$ cat config.mk
export PLATFORM = sky130hd
export DESIGN_NAME = nes_pll_reset_seq
export DESIGN_NICKNAME = d
export VERILOG_FILES = /design/src/rtl/nes_pll_seq_pkg.sv /design/src/rtl/nes_sync_2ff.sv /design/src/rtl/nes_pll_reset_seq.sv
export SDC_FILE = /design/constraint.sdc
export NUM_CORES = 1
export LEC_CHECK = 0
export CAP_MARGIN = 30
export CORE_ASPECT_RATIO = 1.75
export CORE_MARGIN = 3
export CORE_UTILIZATION = 55
export CTS_CLUSTER_DIAMETER = 120
export DETAILED_ROUTE_END_ITERATION = 16
export PLACE_DENSITY = 0.75
export SYNTH_ARGS = -nofsm -noshare
export SYNTH_HDL_FRONTEND = slang
export SYNTH_SLANG_ARGS = --single-unit
$ cat constraint.sdc
create_clock -name clk -period 2.16 [get_ports clk]
set_input_delay 0.432 -clock clk [delete_from_list [all_inputs] [get_ports clk]]
set_output_delay 0.432 -clock clk [all_outputs]
set_load 0.005 [all_outputs]
$ cat src/rtl/nes_pll_seq_pkg.sv
// Shared types and helpers for the NES PLL / core reset sequencer.
package nes_pll_seq_pkg;

    typedef enum logic [2:0] {
        PLL_RST   = 3'd0,
        WAIT_LOCK = 3'd1,
        STABLE    = 3'd2,
        RUN       = 3'd3,
        FAULT     = 3'd4
    } seq_state_e;

    localparam int RELOCK_W = 8;

    // Width of a counter that must reach the largest of three cycle budgets.
    function automatic int cnt_width(input int a, input int b, input int c);
        int m;
        m = a;
        if (b > m) m = b;
        if (c > m) m = c;
        return (m < 2) ? 1 : $clog2(m);
    endfunction

endpackage

$ cat src/rtl/nes_sync_2ff.sv
// Single-bit two-flop synchronizer, clears to 0 on async reset.
module nes_sync_2ff (
    input  logic clk,
    input  logic rst_n,
    input  logic d,
    output logic q
);

    logic meta_q;
    logic sync_q;

    // Two back-to-back flops give metastability a full cycle to resolve.
    always_ff @(posedge clk or negedge rst_n) begin
        if (!rst_n) begin
            meta_q <= 1'b0;
            sync_q <= 1'b0;
        end else begin
            meta_q <= d;
            sync_q <= meta_q;
        end
    end

    assign q = sync_q;

endmodule

$ cat src/rtl/nes_pll_reset_seq.sv
// PLL reset / region select sequencer: holds the core in reset until the
// PLL has shown a stable lock, re-sequences on lock loss or region change,
// and gives up with a fault after repeated lock timeouts.
module nes_pll_reset_seq
    import nes_pll_seq_pkg::*;
#(
    parameter int RST_CYCLES         = 16,
    parameter int LOCK_STABLE_CYCLES = 1024,
    parameter int LOCK_TIMEOUT       = 1048576,
    parameter int MAX_RETRY          = 3
) (
    input  logic                clk,
    input  logic                reset_n,
    input  logic                pal_req,
    input  logic                pll_locked,
    output logic                pll_rst,
    output logic                pll_pal_sel,
    output logic                core_reset_n,
    output logic                ready,
    output logic                fault,
    output logic [RELOCK_W-1:0] relock_count
);

    localparam int CNT_W = cnt_width(LOCK_TIMEOUT, LOCK_STABLE_CYCLES, RST_CYCLES);
    localparam int RTY_W = (MAX_RETRY < 1) ? 1 : $clog2(MAX_RETRY + 1);

    localparam logic [CNT_W-1:0] RST_LAST = CNT_W'(RST_CYCLES - 1);
    localparam logic [CNT_W-1:0] TO_LAST  = CNT_W'(LOCK_TIMEOUT - 1);
    localparam logic [CNT_W-1:0] STB_LAST = CNT_W'(LOCK_STABLE_CYCLES - 1);
    localparam logic [RTY_W-1:0] RTY_MAX  = RTY_W'(MAX_RETRY);

    logic locked_s;
    logic pal_s;

    nes_sync_2ff u_sync_lock (.clk(clk), .rst_n(reset_n), .d(pll_locked), .q(locked_s));
    nes_sync_2ff u_sync_pal  (.clk(clk), .rst_n(reset_n), .d(pal_req),    .q(pal_s));

    seq_state_e          state_q, state_d;
    logic [CNT_W-1:0]    cnt_q, cnt_d;
    logic [RTY_W-1:0]    retry_q, retry_d;
    logic                pll_rst_q, pll_rst_d;
    logic                pal_sel_q, pal_sel_d;
    logic                core_rst_n_q, core_rst_n_d;
    logic                ready_q, ready_d;
    logic                fault_q, fault_d;
    logic [RELOCK_W-1:0] relock_q, relock_d;

    // Next-state, counters and registered-output decode.
    always_comb begin
        state_d   = state_q;
        cnt_d     = cnt_q + CNT_W'(1);
        retry_d   = retry_q;
        pal_sel_d = pal_sel_q;
        relock_d  = relock_q;

        case (state_q)
            PLL_RST: begin
                // Region select only moves while the PLL is held in reset.
                pal_sel_d = pal_s;
                if (cnt_q == RST_LAST) state_d = WAIT_LOCK;
            end
            WAIT_LOCK: begin
                // Lock seen on the timeout cycle still counts as a lock.
                if (locked_s) begin
                    state_d = STABLE;
                end else if (cnt_q == TO_LAST) begin
                    retry_d = retry_q + RTY_W'(1);
                    state_d = (retry_d == RTY_MAX) ? FAULT : PLL_RST;
                end
            end
            STABLE: begin
                if (!locked_s) begin
                    state_d = WAIT_LOCK;
                end else if (cnt_q == STB_LAST) begin
                    state_d = RUN;
                    retry_d = '0;
                end
            end
            RUN: begin
                cnt_d = '0;
                // Lock loss outranks a region change and is the only one counted.
                if (!locked_s) begin
                    state_d = PLL_RST;
                    if (relock_q != '1) relock_d = relock_q + RELOCK_W'(1);
                end else if (pal_s != pal_sel_q) begin
                    state_d = PLL_RST;
                end
            end
            FAULT: begin
                cnt_d = '0;
                // A region change is the only way out short of a hard reset.
                if (pal_s != pal_sel_q) begin
                    state_d = PLL_RST;
                    retry_d = '0;
                end
            end
            default: state_d = PLL_RST;
        endcase

        if (state_d != state_q) cnt_d = '0;

        pll_rst_d    = (state_d == PLL_RST);
        fault_d      = (state_d == FAULT);
        // Core release waits one full cycle in RUN but drops on the exit edge.
        core_rst_n_d = (state_q == RUN) && (state_d == RUN);
        ready_d      = core_rst_n_d;
    end

    // State, counters and output registers; reset forces the safe outputs.
    always_ff @(posedge clk or negedge reset_n) begin
        if (!reset_n) begin
            state_q      <= PLL_RST;
            cnt_q        <= '0;
            retry_q      <= '0;
            pll_rst_q    <= 1'b1;
            pal_sel_q    <= 1'b0;
            core_rst_n_q <= 1'b0;
            ready_q      <= 1'b0;
            fault_q      <= 1'b0;
            relock_q     <= '0;
        end else begin
            state_q      <= state_d;
            cnt_q        <= cnt_d;
            retry_q      <= retry_d;
            pll_rst_q    <= pll_rst_d;
            pal_sel_q    <= pal_sel_d;
            core_rst_n_q <= core_rst_n_d;
            ready_q      <= ready_d;
            fault_q      <= fault_d;
            relock_q     <= relock_d;
        end
    end

    assign pll_rst      = pll_rst_q;
    assign pll_pal_sel  = pal_sel_q;
    assign core_reset_n = core_rst_n_q;
    assign ready        = ready_q;
    assign fault        = fault_q;
    assign relock_count = relock_q;

endmodule

==> results_dict.tcl, run 1 <==
set metrics [dict create \
    status "finished, final reports clean" \
    drv_cap 0 \
    cts_setup_buffers 0 \
    post-route-drc-count 0 \
    period_needed_ps 1910 \
    synth_cell_types 42 \
    routed_via_density 5.75 \
    grt_max_degree 30 \
    worst_pin_slew_ps 620 \
    endpoint_kind "flop" \
    cts_max_level 2 \
    place.gp.congestion 0.854 \
    layout-drive-gt1-share 0.151 \
    dieHeight_um 87.6 \
    pin_count 17 \
    clk_pin_slew_ps 80 \
    cts_tree "yes" \
    dp_cells 263 \
    track_usage 0.211 \
    finalSetupViolCount 0 \
    worstPathMaxFanout 13 \
    power_w 0.00181 \
    drtAntennaViolNets 0 \
    worstPathArrival_ps 2050 \
    cts_buffer_depth 2 \
    rsz0062_at_grt "false" \
    finClkSkew_ps 3.86 \
    core_area_mm2 0.00363 \
    synth_top_area_share 0.479 \
    max_freq_ghz 0.525 \
    fin_ws_ps 255 \
    dp_hpwl_mm 3.03 \
    synth_edf_count 0 \
    fin_util 0.669 \
    min_path_type "primary input to asynchronous set/reset pin" \
    avgSynthCellArea_um2 10.5 \
    place_ws_ps 201 \
    critPathRequiredTime_ps 2310 \
    synth_most_common_cell "dfrtp_1" \
    syn-num-nets 207 \
    clock-sinks 41 \
    slew_headroom 0.586 \
    portBuffers 16 \
    grt_pass1_vias 1685 \
    ctsRootBufferMaster "clkbuf_8" \
    antenna_found_initial 0 \
    synthTopCellsByCount "dfrtp_1, nor2_1, xnor2_1" \
    clk_latency_ps 290 \
    post-route-period-util 0.882 \
    crit_type "flop to flop" \
    cts_inserted_buffers 5 \
    die_x_um 52.6 \
    rows 29 \
    async_flop_share 1.00 \
    wirelength_mm 4.06 \
    slew_violations 0 \
    area_delta_synth_final_pct 16.0 \
    synth_flop_cell "dfrtp_1" \
    p_per_area_mw_per_mm2 747 \
    drtIter0Drc 31 \
    synthesis.area_mm2 0.00209 \
    hold_viol_final 0 \
    ys_seq_area_frac 0.491 \
    diodes 0 \
    synth_top_cell_by_area "dfrtp_1" \
    synth_seq_cells 41 \
    ys_top_cells_by_area "dfrtp_1, xnor2_1, a211oi_1" \
    fin_cells 271 \
    p_leak_nw 1.01 \
    grt_first_pass_wirelength_mm 7.22 \
    vias 1557 \
    die_area_mm2 0.00461 \
    overflow 0 \
    synth_warnings 0 \
    num-nets-final 231 \
    tns_ps 0 \
    start_util 0.576 \
    vdd.ir_drop.worst_uv 580 \
    dr.pass1.iters 4 \
    synthCells 200 \
    drt-wirelength-per-cell_um 15.0 \
    critPathLaunchType "flop" \
]
[flip-flops by register name, summed over array words and instances, names as in the netlist]
register,count
cnt_q,20
relock_count,8
state_q,3
retry_q,2
fault,1
pll_pal_sel,1
pll_rst,1
ready,1
u_sync_lock.meta_q,1
u_sync_lock.q,1
u_sync_pal.meta_q,1
u_sync_pal.q,1
[critical path, cell delays in order (launching register included)]
cell      delay (ps)
dfrtp_1          390
ha_1             220
nand3_1          150
nor3_4           250
nand2_1          200
nand2_1          400
a211oi_1         150
[cells by family after synthesis]
group	after synthesis	share of synthesized area
muxes	2	0.0108
adders and majority gates	3	0.0180
buffers and inverters	16	0.0503
AOI/OAI and AO/OA	30	0.111
DFF	41	0.491
and+or+nand+nor	82	0.209
xor gates and xnor gates	26	0.109
[cell type report]
class,instances,area (µm²)
clock inverter,2,37.5
inverter,7,26.3
clock buffer,6,82.6
fill,294,1200
sequential,41,1030
tap,46,57.6
timing repair buffer,26,230
multi-input combinational,143,965
[layer usage]
layer	track usage	wire [µm]	vias to the layer above
met2	0.372	2240	28
met3	0.0426	99	7
li1	-	-	759
met4	0.0930	71	0
met5	0	0	-
met1	0.240	1650	763
[through the flow]
stage / hold WS (ps) / cell area, µm²
floorplan: 136 / 2090
global placement: 335 / 2300
detailed placement: 340 / 2300
CTS: 166 / 2420
global route: 200 / 2430
finish: 148 / 2430
[worst paths after layout]
| path | startpoint | cells past startpoint | slack (ps) | endpoint |
|---|---|---|---|---|
| worst max register to register | cnt_q[0] | 6 | 250 | cnt_q[3] |
| max in group asynchronous | reset_n | 2 | 1460 | cnt_q[10] |
| worst max-delay path | cnt_q[0] | 6 | 250 | cnt_q[3] |
| worst min-delay path | reset_n | 1 | 150 | cnt_q[5] |
| worst min register to register | u_sync_lock.meta_q | 0 | 350 | u_sync_lock.q |
| min in group clk | u_sync_lock.meta_q | 0 | 350 | u_sync_lock.q |
[power by group]
| group | leakage (nW) | total (W) | internal (W) | switching [W] |
|---|---|---|---|---|
| sequential | 0.546 | 0.000927 | 0.000838 | 0.0000888 |
| clock | 0.0574 | 0.000638 | 0.000376 | 0.000262 |
| combinational | 0.410 | 0.000248 | 0.000123 | 0.000125 |
[repair_timing]
action                                  CTS  global route
endpoints found under the setup margin    0            12
gates resized for setup                   0             1
hold buffers                              0             0
[layout by cell type, fill, tap and decap left out, types with 5 or more instances in the layout]
cell              n
dfrtp_1          40
nand3_1          10
clkdlybuf4s50_1  15
and3_1            5
nand2_1          15
nor3_1            7
nand4_1           9
nor2_1           21
xnor2_1          17
inv_1             7
buf_4            10
a211oi_1         16
xor2_1            9
clkbuf_8          6
Note: power is estimated with default switching activity, not from simulation.
==> inputs of run 2 (changes only) <==
CAP_MARGIN = 20   (was 30)
==> results of run 2 <==
No change in the layout: final DEF, timing and power equal those of run 1.
